File: src/rtl/multiplier_top_rv32m.sv
// ============================================================================
// multiplier_top_rv32m : 3-stage pipelined RV32M multiplier with built-in decode
// Revision: 1.0
// ============================================================================
`default_nettype none

module multiplier_top_rv32m (
  input  logic        clk_i,
  input  logic        rst_i,
  input  logic [6:0]  opcode_i,
  input  logic [2:0]  funct3_i,
  input  logic [6:0]  funct7_i,
  input  logic [31:0] op_A_i,
  input  logic [31:0] op_B_i,
  output logic [31:0] result_o,
  output logic        done_o
);

  localparam logic [6:0] C_OPCODE_OP = 7'b0110011;
  localparam logic [6:0] C_FUNCT7_M  = 7'b0000001;

  logic        w_mult_en;
  logic        w_signed_a;
  logic        w_signed_b;
  logic        w_upper;

  assign w_mult_en  = (opcode_i == C_OPCODE_OP) && (funct7_i == C_FUNCT7_M) && !funct3_i[2];
  assign w_signed_a = (funct3_i == 3'b001) || (funct3_i == 3'b010);
  assign w_signed_b = (funct3_i == 3'b001);
  assign w_upper    = (funct3_i != 3'b000);

  // Stage 1: 33-bit operands carrying the per-instruction signedness
  logic [32:0] r_s1_a;
  logic [32:0] r_s1_b;
  logic        r_s1_valid;
  logic        r_s1_upper;

  always_ff @(posedge clk_i or negedge rst_i) begin
    if (!rst_i) begin
      r_s1_a     <= '0;
      r_s1_b     <= '0;
      r_s1_valid <= 1'b0;
      r_s1_upper <= 1'b0;
    end else begin
      r_s1_a     <= {w_signed_a & op_A_i[31], op_A_i};
      r_s1_b     <= {w_signed_b & op_B_i[31], op_B_i};
      r_s1_valid <= w_mult_en;
      r_s1_upper <= w_upper;
    end
  end

  // Stage 2: signed 17-bit high pieces, unsigned 16-bit low pieces. Each
  // operand is extended to the 34-bit product width so a plain modular
  // multiply yields the exact two's-complement partial product.
  logic [33:0] w_a_hi;
  logic [33:0] w_b_hi;
  logic [33:0] w_a_lo;
  logic [33:0] w_b_lo;
  logic [33:0] w_pp_hh;
  logic [33:0] w_pp_hl;
  logic [33:0] w_pp_lh;
  logic [31:0] w_pp_ll;

  assign w_a_hi  = {{17{r_s1_a[32]}}, r_s1_a[32:16]};
  assign w_b_hi  = {{17{r_s1_b[32]}}, r_s1_b[32:16]};
  assign w_a_lo  = {18'd0, r_s1_a[15:0]};
  assign w_b_lo  = {18'd0, r_s1_b[15:0]};
  assign w_pp_hh = w_a_hi * w_b_hi;
  assign w_pp_hl = w_a_hi * w_b_lo;
  assign w_pp_lh = w_a_lo * w_b_hi;
  assign w_pp_ll = r_s1_a[15:0] * r_s1_b[15:0];

  logic [33:0] r_pp_hh;
  logic [33:0] r_pp_hl;
  logic [33:0] r_pp_lh;
  logic [31:0] r_pp_ll;
  logic        r_s2_valid;
  logic        r_s2_upper;

  always_ff @(posedge clk_i or negedge rst_i) begin
    if (!rst_i) begin
      r_pp_hh    <= '0;
      r_pp_hl    <= '0;
      r_pp_lh    <= '0;
      r_pp_ll    <= '0;
      r_s2_valid <= 1'b0;
      r_s2_upper <= 1'b0;
    end else begin
      r_pp_hh    <= w_pp_hh;
      r_pp_hl    <= w_pp_hl;
      r_pp_lh    <= w_pp_lh;
      r_pp_ll    <= w_pp_ll;
      r_s2_valid <= r_s1_valid;
      r_s2_upper <= r_s1_upper;
    end
  end

  // Stage 3: align and sum partials into the 66-bit product
  logic [65:0] w_prod;

  assign w_prod = {r_pp_hh, 32'd0}
                + {{16{r_pp_hl[33]}}, r_pp_hl, 16'd0}
                + {{16{r_pp_lh[33]}}, r_pp_lh, 16'd0}
                + {34'd0, r_pp_ll};

  logic [31:0] r_result;
  logic        r_done;

  always_ff @(posedge clk_i or negedge rst_i) begin
    if (!rst_i) begin
      r_result <= '0;
      r_done   <= 1'b0;
    end else begin
      r_done <= r_s2_valid;
      if (r_s2_valid) begin
        r_result <= r_s2_upper ? w_prod[63:32] : w_prod[31:0];
      end
    end
  end

  assign result_o = r_result;
  assign done_o   = r_done;

endmodule

`default_nettype wire

File: config.mk
export PLATFORM = sky130hd
export DESIGN_NAME = multiplier_top_rv32m
export DESIGN_NICKNAME = d
export VERILOG_FILES = /design/src/rtl/multiplier_top_rv32m.sv
export SDC_FILE = /design/constraint.sdc
export NUM_CORES = 2
export LEC_CHECK = 0
export ABC_AREA = 1
export CORE_ASPECT_RATIO = 2
export CORE_UTILIZATION = 40
export DETAILED_ROUTE_END_ITERATION = 8
export SKIP_LAST_GASP = 1
export SLEW_MARGIN = 20
export SYNTH_ARGS = -nofsm -noshare
export SYNTH_HDL_FRONTEND = slang
export SYNTH_SLANG_ARGS = --single-unit
export TNS_END_PERCENT = 50
File: constraint.sdc
create_clock -name clk_i -period 6.3 [get_ports clk_i]
set_input_delay 0.945 -clock clk_i [delete_from_list [all_inputs] [get_ports clk_i]]
set_output_delay 0.945 -clock clk_i [all_outputs]
set_load 0.01 [all_outputs]
# Word-level counts from Yosys, hierarchy flattened
# Index checks and enable logic that the tools add are counted.
word_totals:
  register_bits: 235
  latch_bits: 0
  mem_bits_rw: 0
  mem_bits_ro: 0
  input_bits: 83
  elab_cells: 31
  n_memories: 0
classes:
  add_sub_neg: 3
  mul: 4
  div: 0
  order_cmp: 0
  n_eq_ne: 4
  shift: 0
  mux: 1
  bitwise: 2
  n_reduce_logical: 5
ops:
  columns: ["cell", "count"]
  rows:
  - ["$add 64x64->64", 2]
  - ["$mul 17x17->34", 2]
  - ["$add 64x32->64", 1]
  - ["$mul 16x16->32", 1]
  - ["$mul 17x17->32", 1]
  - ["$mux 32", 1]
  - ["$eq 7x1->1 const B", 1]
  - ["$eq 7x6->1 const B", 1]
  - ["$eq 3x1->1 const B", 1]
  - ["$eq 3x2->1 const B", 1]
  - ["$reduce_bool 3->1", 1]
  - ["$and 1x1->1", 2]
  - ["$logic_and 1x1->1", 2]
  - ["$logic_not 1->1", 1]
  - ["$logic_or 1x1->1", 1]

# Longest topological paths before layout
logic_depth:
  word_depth: 4
  depth_mapped: 27

# Worst setup path after synthesis
# OpenSTA, ideal clock, no wires.
synth_path:
  path_kind: "register -> register"
  startpoint: "register r_s1_b[4]"
  endpoint: "register r_pp_hl[29]"
  t_arrival_ps: 5455
  required_time_ps: 6221
  setup_slack_ps: 766
  path_stages_with_launch: 22
  n_path_buf: 2
  period_less_slack_ps: 5534
  path_cell_list: "dfrtp_1 -> clkbuf_1 -> clkbuf_1 -> nand2_1 -> inv_1 -> fa_1 -> fa_1 -> fa_1 -> fa_1 -> fa_1 -> inv_1 -> fa_1 -> inv_1 -> ha_1 -> nand2_1 -> nor2_1 -> inv_1 -> nor2_1 -> nand3_1 -> or2_1 -> nand3_1 -> xor2_1"
synth_between:
  elab_chain_len: 1
synth_lines:
  columns: ["element", "line_no", "source"]
  rows:
  - ["from (decl)", "34", "logic [32:0] r_s1_b;"]
  - ["from (signal assigned)", "46", "r_s1_b <= {w_signed_b & op_B_i[31], op_B_i};"]
  - ["$mul 17x17->34", "69", "assign w_pp_hl = w_a_hi * w_b_lo;"]
  - ["via w_pp_hl[29]", "60", "logic [33:0] w_pp_hl;"]
  - ["to (signal assigned)", "90", "r_pp_hl <= w_pp_hl;"]
  - ["to (decl)", "74", "logic [33:0] r_pp_hl;"]
# The timed path passes the listed nets, and every way through them passes these cells.
# A chain may end at the register's enable or synchronous reset.

# Worst setup path after layout
layout_path:
  startpoint: "register r_s1_b[12]"
  endpoint: "register r_pp_hl[26]"
# The elaborated chain is that of the path after synthesis.

==> impl_summary.md <==
Synthesis
After synthesis, the largest family of logic cells by area is adder cells. The dominant cell by count in the synthesized netlist is inv_1. The compound-gate portion of the synthesized area was 0.0395. The number of distinct library cells after synthesis is 49. The fraction of registers with async set/reset is 1.00. During synthesis, Yosys emitted a total of 0 warnings.

The number of flops mapped to enable cells by yosys is 0. The synthesized flop and latch total is between 200 and 250. The share of Yosys cell area claimed by the top area cell type is 0.385. Of the total synthesized cell area, the portion taken by AND, OR, NAND and NOR gates is 0.174. The adder-cell area share of the yosys netlist is 0.492.

After synthesis, the share of cell area in mux cells is 0. For this run, the leading register cell type out of synthesis is dfrtp_1. When the netlist entered floorplanning its net count stood at 8275. In the synthesized netlist, the number of instances is 6733.

Of the total synthesized cell area, the portion taken by XOR and XNOR cells is 0.0217. The average size of a mapped cell is between 7 and 8 sq um. The post-synthesis cell area is 52600 sq um. The share of the Yosys chip area taken by registers is 0.112. The largest total area in the synthesized netlist belongs to fa_1. The commonest cells after synthesis are inv_1, nand2_1, fa_1, ha_1, clkbuf_1. By area the synthesized netlist is led by fa_1, inv_1, nand2_1, dfrtp_1, ha_1.

Detailed routing
The total DRC errors in the routed layout is 0. The detail-routed net length per standard cell is roughly 21 microns. The length of the first detailed-routing pass in iterations is 5.

For this block, the routed nets add up to around 180 mm of wire. The via count of the routed design is 42.5k. For this block, the initial DRC count from the detailed router was approximately 2.3k. The number of vias per cell after detailed routing is about 5. The number of routed nets with antenna violations is 0.

STA
The post-route minimum period is ~6100 ps. For the pin with the worst max-slew slack, the measured transition is about 1100 ps. On the final layout, the worst clock skew is 25.7 ps. The final hold violation count is 0. Setup repair after global routing left no endpoint under its margin.

Timing would allow up to 163 MHz. The count of final max-slew check failures is 0. Setup violations remaining at the end of the flow were counted as 0. The setup TNS is 0 ps. The worst hold-check slack is between 150 and 200 ps.

The remaining max-slew budget at the tightest pin is 0.252. The final clock period utilization by the worst path is 0.973.

Finish
The layout has between 10k and 15k filler cells. The post-route standard cell area excluding fillers is just under 60000 sq um. Registers take about 6000 sq um. The ratio of cells with drive above 1 in the final layout is 0.0519. The multi-input gate area in the final layout is 38200 sq um. After the last flow step, the layout net total stands at 8358. The final standard cell count with taps included and fillers excluded is ~8.5k. The area added between synthesis and finish is 10.5%.

Global route
The first global-routing pass estimated around 280 mm of wire. The number of antenna violations at the first check in global routing is 3. The number of global-route vias before repair is around 48k. For this run the aggregate overflow at the end of global routing stands at 0. Across every metal layer, demand over resource in global routing totals 0.284. Entering global routing, the biggest net connects roughly 140 pins.

Floorplanning
The area of the placeable core is 130000 sq um. The height of the die is 515 microns. The floorplan has approximately 190 rows. The count of boundary I/O pins is 116.

The floorplan step defined a die boundary enclosing 133000 sq um. The die width is between 200 and 300 microns. The starting density of the core is 0.404.

Place
In this run the cell area measured after placement is ~57000 sq um. The count of buffers from port buffering is ~120. The placer's final routability congestion estimate is approximately 0.99. The HPWL after detailed placement is around 150 mm. The post-placement cell count is 8484.

Min path
The min-delay analysis places its worst path in the category primary input to asynchronous set/reset pin.

Worst setup path
The startpoint-to-endpoint class of the critical path is register to register. The most numerous cell type found on the critical path is fa_1. On the critical path, the stage with the largest delay is an instance of dfrtp_1. The maximum fanout encountered on the critical timing path is 13. The required arrival time at the worst endpoint is around 6900 ps. The kind of start point of the critical path is a register. The kind of end point of the critical path is a register. Walking the worst path, the cells encountered are buf_12 -> nand2_1 -> inv_1 -> fa_1 -> inv_1 -> fa_1 -> inv_1 -> fa_1 -> fa_1 -> fa_1 -> inv_1 -> fa_1 -> inv_1 -> ha_1 -> a21oi_1 -> o21ai_0 -> a21oi_1 -> nand3_1 -> a21oi_1 -> xnor2_1. At the worst endpoint, the arrival time is approximately 6700 ps. The maximum single-stage delay on the critical path is between 600 and 700 ps.

CTS
TritonCTS built the clock tree. CTS built an H-tree with a depth of 1. The cell sitting at the root of the clock tree is a clkbuf_16. CTS saw between 200 and 250 sinks. The count of hold-fix buffers inserted at cts is 0. The clock insertion delay at the later pin of the skew report is approximately 680 ps. In this run, CTS created clock tree buffers numbering 30. The clock passes through at most 3 buffers. The register clock-pin slew on the reported worst setup and hold paths is about 80 ps.

Status
The flow ran to the end, and the final reports show no timing, DRC or antenna violations.

Run
The total of max-cap violations is 0.
## registers in the layout, indices dropped and copies added (netlist names)
register,count
r_pp_hl,34
r_pp_lh,34
r_s1_a,33
r_s1_b,33
r_pp_hh,32
r_pp_ll,32
result_o,32
done_o,1
r_s1_upper,1
r_s1_valid,1
r_s2_upper,1
r_s2_valid,1
## cells by family (layout without fill, tap and decap cells)
group,count (synthesis),in the layout
AOI/OAI and AO/OA,367,367
xor gates and xnor gates,130,130
adders and majority gates,1459,1459
buffers and inverters,2250,2357
DFF,235,235
other,0,2
and+or+nand+nor,2292,2292
## critical path, delay by kind of cell, from the launching register on
kind	cells	cell delay (ps)
compound gates	4	1100
xor+xnor	1	150
fa+ha+maj	7	3380
buf+inv	6	550
flops	1	630
simple gates	2	230
## layout make-up
class | instances | area share
multi-input combinational | 4248 | 0.658
antenna | 2 | 0.0000862
timing repair buffer | 326 | 0.0562
clock buffer | 33 | 0.0135
clock inverter | 23 | 0.00614
inverter | 1975 | 0.128
tap | 1701 | 0.0366
sequential | 235 | 0.102
## metrics by stage
stage / setup slack, ps / utilization
global route: 12.5 / 0.446
finish: 172 / 0.446
floorplan: 766 / -
detailed placement: -76.3 / 0.437
CTS: -2.77 / 0.446
global placement: -95.7 / 0.437
## what timing repair did
item,in CTS,in global routing
resized for setup,3,16
setup endpoints to repair,4,29
buffers inserted,1,0
## metal layers
metal / wire [microns] / vias to the layer above / global-route usage / part of all wire
met3: 6170 / 646 / 0.0252 / 0.034
li1: - / 19345 / - / -
met5: 29 / - / 0 / 0.00016
met4: 19900 / 4 / 0.253 / 0.11
met2: 99100 / 1231 / 0.548 / 0.54
met1: 57500 / 21320 / 0.259 / 0.31
## worst paths after layout
kind | startpoint | endpoint | slack, ps | cells after the start
worst max register to register | r_s1_b[12] | r_pp_hl[26] | 170 | 20
worst min register to register | r_s1_upper | r_s2_upper | 350 | 0
worst max-delay path | r_s1_b[12] | r_pp_hl[26] | 170 | 20
max in group asynchronous | rst_i | r_s1_b[1] | 4790 | 2
worst min-delay path | rst_i | r_s1_a[15] | 160 | 1
min in group clk_i | r_s1_upper | r_s2_upper | 350 | 0
## layout by cell type (no fill, tap or decap), types with 12 or more instances in the layout
master | netlist | routed
xnor2_1 | 45 | 45
dfrtp_2 | 0 | 12
nand3_1 | 129 | 129
nand2_2 | 14 | 14
nand4_1 | 40 | 40
nand2_1 | 1787 | 1787
nor2_1 | 236 | 234
o21ai_1 | 12 | 13
xor2_1 | 85 | 85
buf_4 | 1 | 169
o21bai_1 | 16 | 16
fa_1 | 1012 | 1011
clkbuf_16 | 0 | 30
inv_1 | 1971 | 1970
buf_12 | 0 | 42
clkdlybuf4s50_1 | 0 | 114
a31oi_1 | 14 | 14
o21ai_0 | 88 | 87
a21oi_1 | 178 | 178
a21o_1 | 19 | 19
nor3_1 | 28 | 28
or2_2 | 15 | 15
nor2_2 | 13 | 15
dfrtp_1 | 235 | 222
ha_1 | 447 | 447
Power is not shown: default switching activity piles up to over one toggle a cycle in this logic, so the estimate is an artifact.
==> patch, RTL diff (same settings) <==
Reset style: synchronous (`rst_i`), changed in 3 clocked blocks.
--- a/src/rtl/multiplier_top_rv32m.sv
+++ b/src/rtl/multiplier_top_rv32m.sv
@@ -35,7 +35,7 @@
   logic        r_s1_valid;
   logic        r_s1_upper;
 
-  always_ff @(posedge clk_i or negedge rst_i) begin
+  always_ff @(posedge clk_i) begin
     if (!rst_i) begin
       r_s1_a     <= '0;
       r_s1_b     <= '0;
@@ -77,7 +77,7 @@
   logic        r_s2_valid;
   logic        r_s2_upper;
 
-  always_ff @(posedge clk_i or negedge rst_i) begin
+  always_ff @(posedge clk_i) begin
     if (!rst_i) begin
       r_pp_hh    <= '0;
       r_pp_hl    <= '0;
@@ -106,7 +106,7 @@
   logic [31:0] r_result;
   logic        r_done;
 
-  always_ff @(posedge clk_i or negedge rst_i) begin
+  always_ff @(posedge clk_i) begin
     if (!rst_i) begin
       r_result <= '0;
       r_done   <= 1'b0;
Function: changed (a bounded check fails within 4 cycles, from zero or initial values and one cycle with rst_i low; the reset may be asserted at any time).
==> patch against the unedited design <==
Synthesized cell count up 3.5%; critical path depth down 3; clock skew up 0.010 ns; routed wire length down 4.7%; sequential cell count unchanged; cell area down 1.7%; non-clock buffer count down 71; worst setup slack better by 0.18 ns; synthesized area down 0.77%.
Power is left out: it rests on default switching activity, and per cell area and clock period it moved more than threefold.
==> patch: results (changes against the unedited design) <==
| Metric | Value |
|---|---|
| Clock Skew | `0.0361 ns (+0.0104 ns)` |
| Detailed Route Iter0 Violations | `2278 (-0.74%)` |
| GPL Wtd Cong | `0.992 (about the same)` |
| M1 wire length | `58.4 mm (+1.5%)` |
| Via-per-instance ratio | `4.95 (-0.62%)` |
| Post-CTS setup buffer count | `0 (-1)` |
| Layout cells sized above 1 | `4.08% (-1.1 points)` |
| Cts bufs inserted | `29 (-3.3%)` |
| Relative slew slack | `18.6% (-6.7 points)` |
| Slowest library cell on the worst path | `fa_1` |
| Met3 routed WL | `6.96 mm (+13%)` |
| Synth Area in XOR/XNOR | `0.655% (-1.5 points)` |
| Filler instances | `13300 (-0.11%)` |
| DPL Wire Length | `144 mm (-6.4%)` |
| First-pass GRT wire length | `266 mm (-3.9%)` |
| Syn_nets | `8512 (+2.9%)` |
| Pin count of the biggest net entering global routing | `70 (-49%)` |
| Min-Delay Path Class | `reg2reg` |
| PostCTS Resize Cnt | `0 (-3)` |
| Initial antenna violation count | `2 (-1)` |
| Async S/R FF share, synth | `0% (-100 points)` |
| WL met2 | `93.6 mm (-5.5%)` |
| Synth top area cells | `fa_1 39%, inv_1 14%, nand2_1 13%` |
| Most instantiated cells after synthesis | `2008 x inv_1, 1762 x nand2_1, 1012 x fa_1, 447 x ha_1, 305 x a21oi_1` |
| Most used DFF post-synth | `dfxtp_1` |
| Sequential fraction of the synthesis area | `9.02% (-2.2 points)` |
| Critical Path AT | `6.48 ns (-0.23 ns)` |
| Tot GR Track Use | `26.9% (-1.5 points)` |
| Compound-gate portion of the synthesized area | `6.35% (+2.4 points)` |
| Status | `finished clean` |
| Worst-path fanout max | `33 (+20)` |
patch: worst min-delay path, delay by kind of cell, from the launching register on:
kind                   cells  cell delay, ns
buffers and inverters      1            0.04
flip-flops                 1            0.31
AND/OR/NAND/NOR            1            0.05
patch: per-layer routing:
layer | global-route usage, % | vias to the layer above
li1 | - | 20000
met1 | 26.7 | 21200
met2 | 51.0 | 1235
met3 | 2.62 | 503
met4 | 19.9 | 2
met5 | 0 | -
patch: cell type report:
class	instances	area share, %
well taps	1701	3.73
clock inverters	18	0.445
flip-flops and latches	235	8.25
clock buffers	32	1.33
multi-input cells	4410	67.8
repair buffers	255	5.07
diodes	2	0.00877
inverters	2028	13.3
patch: worst paths after layout:
path / cells past startpoint / from / endpoint / slack [ns]
setup / recovery: 17 / r_s1_a[25] / r_pp_hl[21] / 0.35
hold / removal: 2 / r_s1_valid / r_s2_valid / 0.43
setup reg to reg: 17 / r_s1_a[25] / r_pp_hl[21] / 0.35
hold reg to reg: 2 / r_s1_valid / r_s2_valid / 0.43
patch: kinds of logic (layout without fill, tap and decap cells):
| group | count (synthesis) | after routing |
|---|---|---|
| adders and majority gates | 1459 | 1459 |
| xor gates and xnor gates | 39 | 39 |
| AOI/OAI and AO/OA | 595 | 595 |
| buffers and inverters | 2325 | 2333 |
| other | 0 | 2 |
| DFF | 235 | 235 |
| and+or+nand+nor | 2317 | 2317 |
patch: metrics by stage:
stage                     hold WS, ns  util (%)  setup WS [ns]  area [µm²]  std cells
after detailed placement        0.419      43.2          0.328       56100       8629
final                           0.427      44.0          0.355       57100       8681
after CTS                       0.424      44.0          0.308       57100       8679
after global routing            0.443      44.0         0.0261       57100       8680
after global placement          0.408      43.2          0.323       56100       8629
after floorplan                 0.390         -          0.856       52200       6970
